<file path="config.mk">
export PLATFORM = sky130hd
export DESIGN_NAME = cardinal_nic_flat
export DESIGN_NICKNAME = d
export VERILOG_FILES = /design/src/rtl/cardinal_nic_if.sv /design/src/rtl/cardinal_nic.sv /design/src/flat_wrapper.sv
export SDC_FILE = /design/constraint.sdc
export NUM_CORES = 1
export LEC_CHECK = 0
export CAP_MARGIN = 30
export CORE_MARGIN = 3
export CORE_UTILIZATION = 40
export DETAILED_ROUTE_END_ITERATION = 16
export GPL_ROUTABILITY_DRIVEN = 0
export PLACE_DENSITY = 0.81
export SETUP_SLACK_MARGIN = 0.15
export SLEW_MARGIN = 20
export SYNTH_ARGS = -nofsm -noshare
export SYNTH_HDL_FRONTEND = slang
export SYNTH_SLANG_ARGS = --single-unit
</file>
<file path="constraint.sdc">
create_clock -name clk -period 3.2 [get_ports clk]
set_input_delay 0.32 -clock clk [delete_from_list [all_inputs] [get_ports clk]]
set_output_delay 0.32 -clock clk [all_outputs]
set_load 0.01 [all_outputs]
</file>
<file path="src/rtl/cardinal_nic_if.sv">
`default_nettype none
// +--------------------------------------------------------------------------+
// | Module      : cardinal_nic_if                                            |
// | Description : Processor register bus and router PE-port signals of the   |
// |               cardinal NIC, bundled for use as a single module port.     |
// | Revision    : 1.0 - initial release                                      |
// +--------------------------------------------------------------------------+
interface cardinal_nic_if #(
   parameter int DATA_W = 64
);
   // processor side
   logic [1:0]        addr;
   logic [DATA_W-1:0] d_in;
   logic [DATA_W-1:0] d_out;
   logic              nicEn;
   logic              nicWrEn;
   // router side
   logic              net_so;
   logic              net_ro;
   logic [DATA_W-1:0] net_do;
   logic              net_si;
   logic              net_ri;
   logic [DATA_W-1:0] net_di;
   logic              net_polarity;

   // environment: processor plus router
   modport master (
      output addr, d_in, nicEn, nicWrEn, net_ro, net_si, net_di, net_polarity,
      input  d_out, net_so, net_do, net_ri
   );

   // the NIC itself
   modport slave (
      input  addr, d_in, nicEn, nicWrEn, net_ro, net_si, net_di, net_polarity,
      output d_out, net_so, net_do, net_ri
   );
endinterface
`default_nettype wire

</file>
<file path="src/rtl/cardinal_nic.sv">
`default_nettype none
// +--------------------------------------------------------------------------+
// | Module      : cardinal_nic                                               |
// | Description : Network interface between a processor and the PE port of   |
// |               one mesh router. Four memory-mapped registers: in_buf,     |
// |               in_status, out_buf, out_status. Egress is gated on router  |
// |               polarity versus packet VC bit (bit DATA_W-1).              |
// | Option      : CARDINAL_NIC_OUT_FIFO_EN replaces the single egress buffer |
// |               with an OUT_DEPTH-entry FIFO (out_status bit1 = empty).    |
// | Revision    : 1.0 - initial release                                      |
// +--------------------------------------------------------------------------+
module cardinal_nic #(
   parameter int DATA_W    = 64,
   parameter int OUT_DEPTH = 4
) (
   input  logic          clk,
   input  logic          reset,
   cardinal_nic_if.slave bus
);
   localparam int VC = DATA_W - 1;

   logic              rd_en;
   logic              wr_en;
   logic              out_wr;
   logic              inject;
   logic              in_full;
   logic [DATA_W-1:0] in_buf;
   logic [DATA_W-1:0] d_out_q;
   logic              out_full;
   logic              out_empty_flag;

   assign rd_en      = bus.nicEn & ~bus.nicWrEn;
   assign wr_en      = bus.nicEn & bus.nicWrEn;
   // a write is judged against the pre-edge full flag, so a write colliding
   // with the injection of a full buffer is dropped
   assign out_wr     = wr_en & (bus.addr == 2'd2) & ~out_full;
   assign bus.net_ri = ~in_full;
   assign bus.net_so = inject;
   assign bus.d_out  = d_out_q;

`ifdef CARDINAL_NIC_OUT_FIFO_EN
   localparam int PTR_W = $clog2(OUT_DEPTH);
   localparam int CNT_W = PTR_W + 1;

   logic [DATA_W-1:0] fifo_mem [OUT_DEPTH];
   logic [PTR_W-1:0]  rd_ptr;
   logic [PTR_W-1:0]  wr_ptr;
   logic [CNT_W-1:0]  count;

   assign out_full       = (count == CNT_W'(OUT_DEPTH));
   assign out_empty_flag = (count == '0);
   assign bus.net_do     = fifo_mem[rd_ptr];
   assign inject         = ~out_empty_flag & bus.net_ro &
                           (fifo_mem[rd_ptr][VC] != bus.net_polarity);

   // egress FIFO: power-of-two depth lets the pointers wrap naturally
   always_ff @(posedge clk) begin
      if (reset) begin
         rd_ptr <= '0;
         wr_ptr <= '0;
         count  <= '0;
         for (int i = 0; i < OUT_DEPTH; i++) fifo_mem[i] <= '0;
      end else begin
         if (out_wr) begin
            fifo_mem[wr_ptr] <= bus.d_in;
            wr_ptr           <= wr_ptr + PTR_W'(1);
         end
         if (inject) rd_ptr <= rd_ptr + PTR_W'(1);
         if (out_wr && !inject)      count <= count + CNT_W'(1);
         else if (inject && !out_wr) count <= count - CNT_W'(1);
      end
   end
`else
   logic [DATA_W-1:0] out_buf;
   logic              unused_depth;

   // depth only matters for the FIFO build
   assign unused_depth   = (OUT_DEPTH > 1);
   assign out_empty_flag = 1'b0;
   assign bus.net_do     = out_buf;
   assign inject         = out_full & bus.net_ro & (out_buf[VC] != bus.net_polarity);

   // single-entry egress buffer; out_buf keeps its contents after injection
   always_ff @(posedge clk) begin
      if (reset) begin
         out_full <= 1'b0;
         out_buf  <= '0;
      end else if (inject) begin
         out_full <= 1'b0;
      end else if (out_wr) begin
         out_buf  <= bus.d_in;
         out_full <= 1'b1;
      end
   end
`endif

   // ingress capture and read-clear; the two never coincide since net_ri=0
   // whenever in_full=1
   always_ff @(posedge clk) begin
      if (reset) begin
         in_full <= 1'b0;
         in_buf  <= '0;
      end else if (bus.net_si && !in_full) begin
         in_buf  <= bus.net_di;
         in_full <= 1'b1;
      end else if (rd_en && (bus.addr == 2'd0) && in_full) begin
         in_full <= 1'b0;
      end
   end

   // registered read data, held when there is no read access
   always_ff @(posedge clk) begin
      if (reset) begin
         d_out_q <= '0;
      end else if (rd_en) begin
         case (bus.addr)
            2'd0:    d_out_q <= in_buf;
            2'd1:    d_out_q <= DATA_W'(in_full);
            2'd2:    d_out_q <= '0;
            default: d_out_q <= DATA_W'({out_empty_flag, out_full});
         endcase
      end
   end
endmodule
`default_nettype wire
</file>
<file path="src/flat_wrapper.sv">
// flat-port wrapper written by rule: the top's interface ports become plain ports
module cardinal_nic_flat 
#(
   parameter int DATA_W    = 64,
   parameter int OUT_DEPTH = 4
)
  (clk, reset, bus_addr, bus_d_in, bus_nicEn, bus_nicWrEn, bus_net_ro, bus_net_si, bus_net_di, bus_net_polarity, bus_d_out, bus_net_so, bus_net_do, bus_net_ri);
  cardinal_nic_if #(.DATA_W(DATA_W)) bus_i ();
  input  logic clk;
  input  logic reset;
  input wire logic [$bits(bus_i.addr)-1:0] bus_addr;
  input wire logic [$bits(bus_i.d_in)-1:0] bus_d_in;
  input wire logic [$bits(bus_i.nicEn)-1:0] bus_nicEn;
  input wire logic [$bits(bus_i.nicWrEn)-1:0] bus_nicWrEn;
  input wire logic [$bits(bus_i.net_ro)-1:0] bus_net_ro;
  input wire logic [$bits(bus_i.net_si)-1:0] bus_net_si;
  input wire logic [$bits(bus_i.net_di)-1:0] bus_net_di;
  input wire logic [$bits(bus_i.net_polarity)-1:0] bus_net_polarity;
  output wire logic [$bits(bus_i.d_out)-1:0] bus_d_out;
  output wire logic [$bits(bus_i.net_so)-1:0] bus_net_so;
  output wire logic [$bits(bus_i.net_do)-1:0] bus_net_do;
  output wire logic [$bits(bus_i.net_ri)-1:0] bus_net_ri;
  assign bus_i.addr = bus_addr;
  assign bus_i.d_in = bus_d_in;
  assign bus_i.nicEn = bus_nicEn;
  assign bus_i.nicWrEn = bus_nicWrEn;
  assign bus_i.net_ro = bus_net_ro;
  assign bus_i.net_si = bus_net_si;
  assign bus_i.net_di = bus_net_di;
  assign bus_i.net_polarity = bus_net_polarity;
  assign bus_d_out = bus_i.d_out;
  assign bus_net_so = bus_i.net_so;
  assign bus_net_do = bus_i.net_do;
  assign bus_net_ri = bus_i.net_ri;
  cardinal_nic #(.DATA_W(DATA_W), .OUT_DEPTH(OUT_DEPTH)) u_core (.clk(clk), .reset(reset), .bus(bus_i));
endmodule
</file>
==> results.ini, run 1 <==
[synth]
synth_edf_count = 0
synth_cells = 785
netlist_area_mm2 = 0.00790
synth_commonest_cells = dfxtp_1 (194), nand2b_1 (130), nand2_1 (128), a21oi_1 (64), mux2i_1 (64)
synthDominantCellAreaShare_pct = 49.2
ys_seq_elements = 194
ys_top_cells_by_area = dfxtp_1 (49%), nand2b_1 (10%), a22oi_2 (9.5%)
synth_nets = 922
syn_area_per_cell_um2 = 10.1
synth.most_common_cell = dfxtp_1
ys_types = 26
yosysSeqAreaShare_pct = 49.2
synth_warnings = 0
yosysTopAreaCell = dfxtp_1
synth_ff_type = dfxtp_1
ys_async_sr_fraction_pct = 0

[cts]
root_buffer = clkbuf_16
cts_tree = built
cts_resized = 0
postCtsSetupBuffers = 0
cts_htree_levels = 4
cts_buffers = 17
postCtsHoldBufs = 0
clock-sinks = 194
insertion_delay_ps = 430
clkSlewWorstSetupHoldPaths_ps = 80
clk_path_buf_depth = 2

[timing]
rsz0062_at_grt = false
slew_violations = 0
final-hold-violation-count = 0
finalCritPeriodShare_pct = 65.7
max_slew.worst_pin.slew_ps = 771
fin_setup_tns_ps = 0
max_freq_mhz = 476
setup_violations = 0
hold_ws_ps = 424
max-slew-margin-rel_pct = 48.6
period_needed_ps = 2100
fin_skew_ps = 11.8

[route]
wl_per_cell_um = 15.3
drtPass1Iterations = 4
wirelength_um = 19700
vias = 6157
drt_iter0_markers = 178
drc = 0
vias_per_cell = 4.77
postRouteAntennaNets = 0

[power_and_ir_drop]
vdd_drop_max_v = 0.000340
powerDensity_mw_per_mm2 = 463
p_leak_nw = 3.81
power_mw = 5.18

[critical_path]
cp_data_arrival_time_ps = 1780
path_max_fanout = 3
start_kind = register
crit_type = register to output port
worstPathRequired_ps = 2880
cp-end-kind = output port

[status]
status = completed

[cells_and_area]
multi_input_area_mm2 = 0.00356
fin_cells = 1292
fin_nets = 1155
drive_gt1_share_pct = 16.5
area_growth_pct = 41.7
fillCellCount = 1669
layout.area.seq_mm2 = 0.00388

[floorplan]
initial_utilization_pct = 41.5
die_area_mm2 = 0.0215
die_w_um = 147
die_h_um = 147
rows = 50
ioPinCount = 267
core-area_mm2 = 0.0190

[global_routing]
overflow = 0
grt_use_total_pct = 17.8
antenna_found_initial = 1
grt_pass1_wl_um = 31000
grt_max_degree = 146
grt_pass1_vias = 6008

[place]
port_buffers = 266
dp_hpwl_um = 13400
place_inst = 1259

[job]
cap_violations = 0

[worst_hold_path]
hp-class = primary input to register

per-layer routing:
metal,track usage (%),wire [µm]
met5,0,0
met4,5.22,344
met3,9.53,2140
met1,21.8,8510
met2,27.0,8710
path summary, 6_finish.rpt:
kind	to	cells after the start	from	slack, ps
min reg2reg	u_core.in_buf[2]	2	u_core.in_buf[2]	460
max reg2reg	u_core.in_buf[15]	4	u_core.in_full	1480
min	u_core.bus.d_out[4]	2	reset	420
max	bus_net_so	3	u_core.bus.net_do[63]	1100
per-stage QoR:
step | utilization (%) | setup slack [ps] | instance area, µm²
2_1_floorplan | - | 2030 | 7900
3_3_place_gp | 55.8 | 1100 | 10600
3_5_place_dp | 55.8 | 1110 | 10600
4_1_cts | 58.8 | 1070 | 11200
5_1_grt | 58.8 | 995 | 11200
6_report | 58.8 | 1100 | 11200
power breakdown:
part	internal, mW	total (mW)	switching [mW]
logic	0.297	0.534	0.237
registers	2.48	2.53	0.0454
clock network	1.06	2.12	1.06
kinds of logic (layout without fill, tap and decap cells):
kind of cell    count (synthesis)  count (layout)  share of synthesized area [%]
other cells                     0               1                              0
buf+inv                        64             310                           6.13
mux                            65              65                           8.25
simple gates                  330             330                           22.1
compound gates                131             131                           14.3
flops                         194             194                           49.2
xor+xnor                        1               1                          0.111
area by class of cell:
cell class | instances | area share (%)
well taps | 260 | 2.91
repair buffers | 277 | 25.3
inverters | 1 | 0.0335
multi-input cells | 527 | 31.8
clock inverters | 15 | 1.39
flip-flops and latches | 194 | 34.7
diodes | 1 | 0.0224
clock buffers | 17 | 3.80
layout by cell type (no fill, tap or decap), types with 2 or more instances in the layout:
cell               n
nor2_1             5
a22oi_2           60
buf_12             7
inv_6              4
nand2b_1         128
clkinv_4           3
a21oi_1           64
mux2i_1           64
inv_8              5
nor2_2            60
clkdlybuf4s50_1  265
a22oi_1            3
nand2_1          128
dfxtp_1          194
inv_12             2
clkbuf_16         17
buf_4              4
worst max-delay path: stages (launching register included):
cell and delay (ps):
dfxtp_1 400, xor2_1 180, and3_1 180, clkdlybuf4s50_1 600
flip-flops by register name, summed over array words and instances, names as in the netlist:
name / flops
u_core.bus.d_out: 64
u_core.bus.net_do: 64
u_core.in_buf: 64
u_core.in_full: 1
u_core.out_full: 1
Note: power is estimated with default switching activity, not from simulation.
==> run 2, diff against run 1 <==
- clock period: 3.2 -> 2.2 ns (I/O delays scaled with it)
==> run 2 against run 1 <==
Total power rose by 51%. Via count is 0.76% higher. Count of clock-buffer cells in the layout unchanged. Critical endpoint is now bus_net_ri. Largest cell class unchanged.
==> results.ini, run 2 (synthesis results as in run 1) <==
[timing]
fin_setup_tns_ps = 0  ; unchanged
slew_violations = 0  ; unchanged
fin_skew_ps = 10.3  ; -1.54 ps
final-hold-violation-count = 0  ; unchanged
worst_slack_ps = 536  ; -561 ps
hold_ws_ps = 174  ; -250 ps
max-slew-margin-rel_pct = 73.0  ; +24 points
finalCritPeriodShare_pct = 75.6
max_slew.worst_pin.slew_ps = 405  ; -366 ps
period_needed_ps = 1660
max_freq_mhz = 601
setup_violations = 0  ; unchanged
rsz0062_at_grt = false

[place]
preCtsSetupSlack_ps = 270  ; -842 ps
place_inst = 1263  ; +0.32%
dp_hpwl_um = 13600  ; +1.5%
port_buffers = 266  ; unchanged
placed_cell_area_mm2 = 0.0107  ; +0.87%

[worst_hold_path]
hp-class = primary input to register
min_from = reset

[floorplan]
die_area_mm2 = 0.0215  ; unchanged
initial_utilization_pct = 41.5  ; unchanged
rows = 50  ; unchanged
die_h_um = 147  ; unchanged
core-area_mm2 = 0.0190  ; unchanged
die_w_um = 147  ; unchanged
ioPinCount = 267  ; unchanged

[critical_path]
cp-end-kind = output port
r2r_start = u_core.in_full
path_cells = inv_1, clkdlybuf4s50_1
crit_start = u_core.in_full
start_kind = register
worstPathRequired_ps = 1980  ; -900 ps
slowest_delay_ps = 480  ; -120 ps
crit_type = register to output port
cp_data_arrival_time_ps = 1440  ; -340 ps
cp_top_family = buffers and inverters
path_max_fanout = 6  ; +3
cp_slowest_cell = clkdlybuf4s50_1
cp_num_buf_inv = 2  ; +1

[cells_and_area]
final_common_cell = clkdlybuf4s50_1
drive_gt1_share_pct = 16.8  ; +0.32 points
area_growth_pct = 43.7
final_cell_mix = clkdlybuf4s50_1 (264), dfxtp_1 (194), nand2b_1 (128), nand2_1 (128)
fin_nets = 1159  ; +0.35%
fillCellCount = 1645  ; -1.4%
utilization_pct = 59.7  ; +0.84 points
fin_area_mm2 = 0.0114  ; +1.4%
fin_cells = 1296  ; +0.31%

[power_and_ir_drop]
power_mw = 7.81  ; +51%
vdd_drop_max_v = 0.000503  ; +48%
powerDensity_mw_per_mm2 = 688  ; +49%
p_leak_nw = 3.90  ; +2.3%

[cts]
clock-sinks = 194  ; unchanged
insertion_delay_ps = 430  ; about the same
clk_path_buf_depth = 2  ; unchanged
cts_htree_levels = 4  ; unchanged
root_buffer = clkbuf_16
cts_buffers = 17  ; unchanged
postCtsHoldBufs = 0  ; unchanged
clkSlewWorstSetupHoldPaths_ps = 70  ; about the same
cts_tree = built

[route]
wl_per_cell_um = 15.1  ; -1.1%
vias_per_cell = 4.79  ; +0.45%
vias = 6204  ; +0.76%
drt_iter0_markers = 213  ; +20%
wirelength_um = 19500  ; -0.84%
postRouteAntennaNets = 0  ; unchanged
drc = 0  ; unchanged
drtPass1Iterations = 4  ; unchanged

[global_routing]
grt_use_total_pct = 17.8  ; +0.020 points
overflow = 0  ; unchanged
grt_pass1_wl_um = 31400  ; +1.2%
antenna_found_initial = 1  ; unchanged
grt_pass1_vias = 6209  ; +3.3%
grt_max_degree = 78  ; -47%

[job]
cap_violations = 0  ; unchanged

[status]
status = completed

-- run 2: changes by cell type in the layout (fill, tap and decap cells not counted), moves of 2 or more --
cell / change
clkinv_8: +2
bufinv_16: +3
buf_12: +5
inv_12: -2
inv_6: -2
-- run 2: final cells by class --
class	instances	area (µm²)	share of cell area [%]
Antenna cell	1	2.50	0.0220
Clock buffer	17	425	3.75
Clock inverter	15	220	1.94
Inverter	1	3.75	0.0331
Multi-Input combinational cell	527	3560	31.4
Sequential cell	194	3880	34.2
Tap cell	260	325	2.87
Timing Repair Buffer	281	2930	25.8
-- run 2: worst paths after layout --
check                                             to  slack (ps)  depth (start not counted)
worst max-delay path                      bus_net_ri         540                          2
worst min-delay path            u_core.bus.d_out[10]         170                          2
worst max register to register     u_core.in_buf[52]         710                          4
worst min register to register      u_core.in_buf[2]         460                          2
-- run 2: what timing repair did --
action / 4_1_cts / 5_1_grt
endpoints found under the setup margin: 0 / 1
buffers inserted: 0 / 0
gates resized for setup: 0 / 1
-- run 2: power breakdown --
group          switching [mW]  internal, mW  total [mW]
Combinational           0.345         0.443       0.788
Clock                    1.48          1.86        3.34
Sequential             0.0667          3.61        3.68
-- run 2: per-layer routing --
| layer | up-vias | global-route usage, % | share of wire, % |
|---|---|---|---|
| li1 | 3067 | - | - |
| met1 | 2914 | 21.7 | 43 |
| met2 | 213 | 28.8 | 47 |
| met3 | 10 | 8.13 | 9.5 |
| met4 | 0 | 4.23 | 0.94 |
| met5 | - | 0 | 0 |
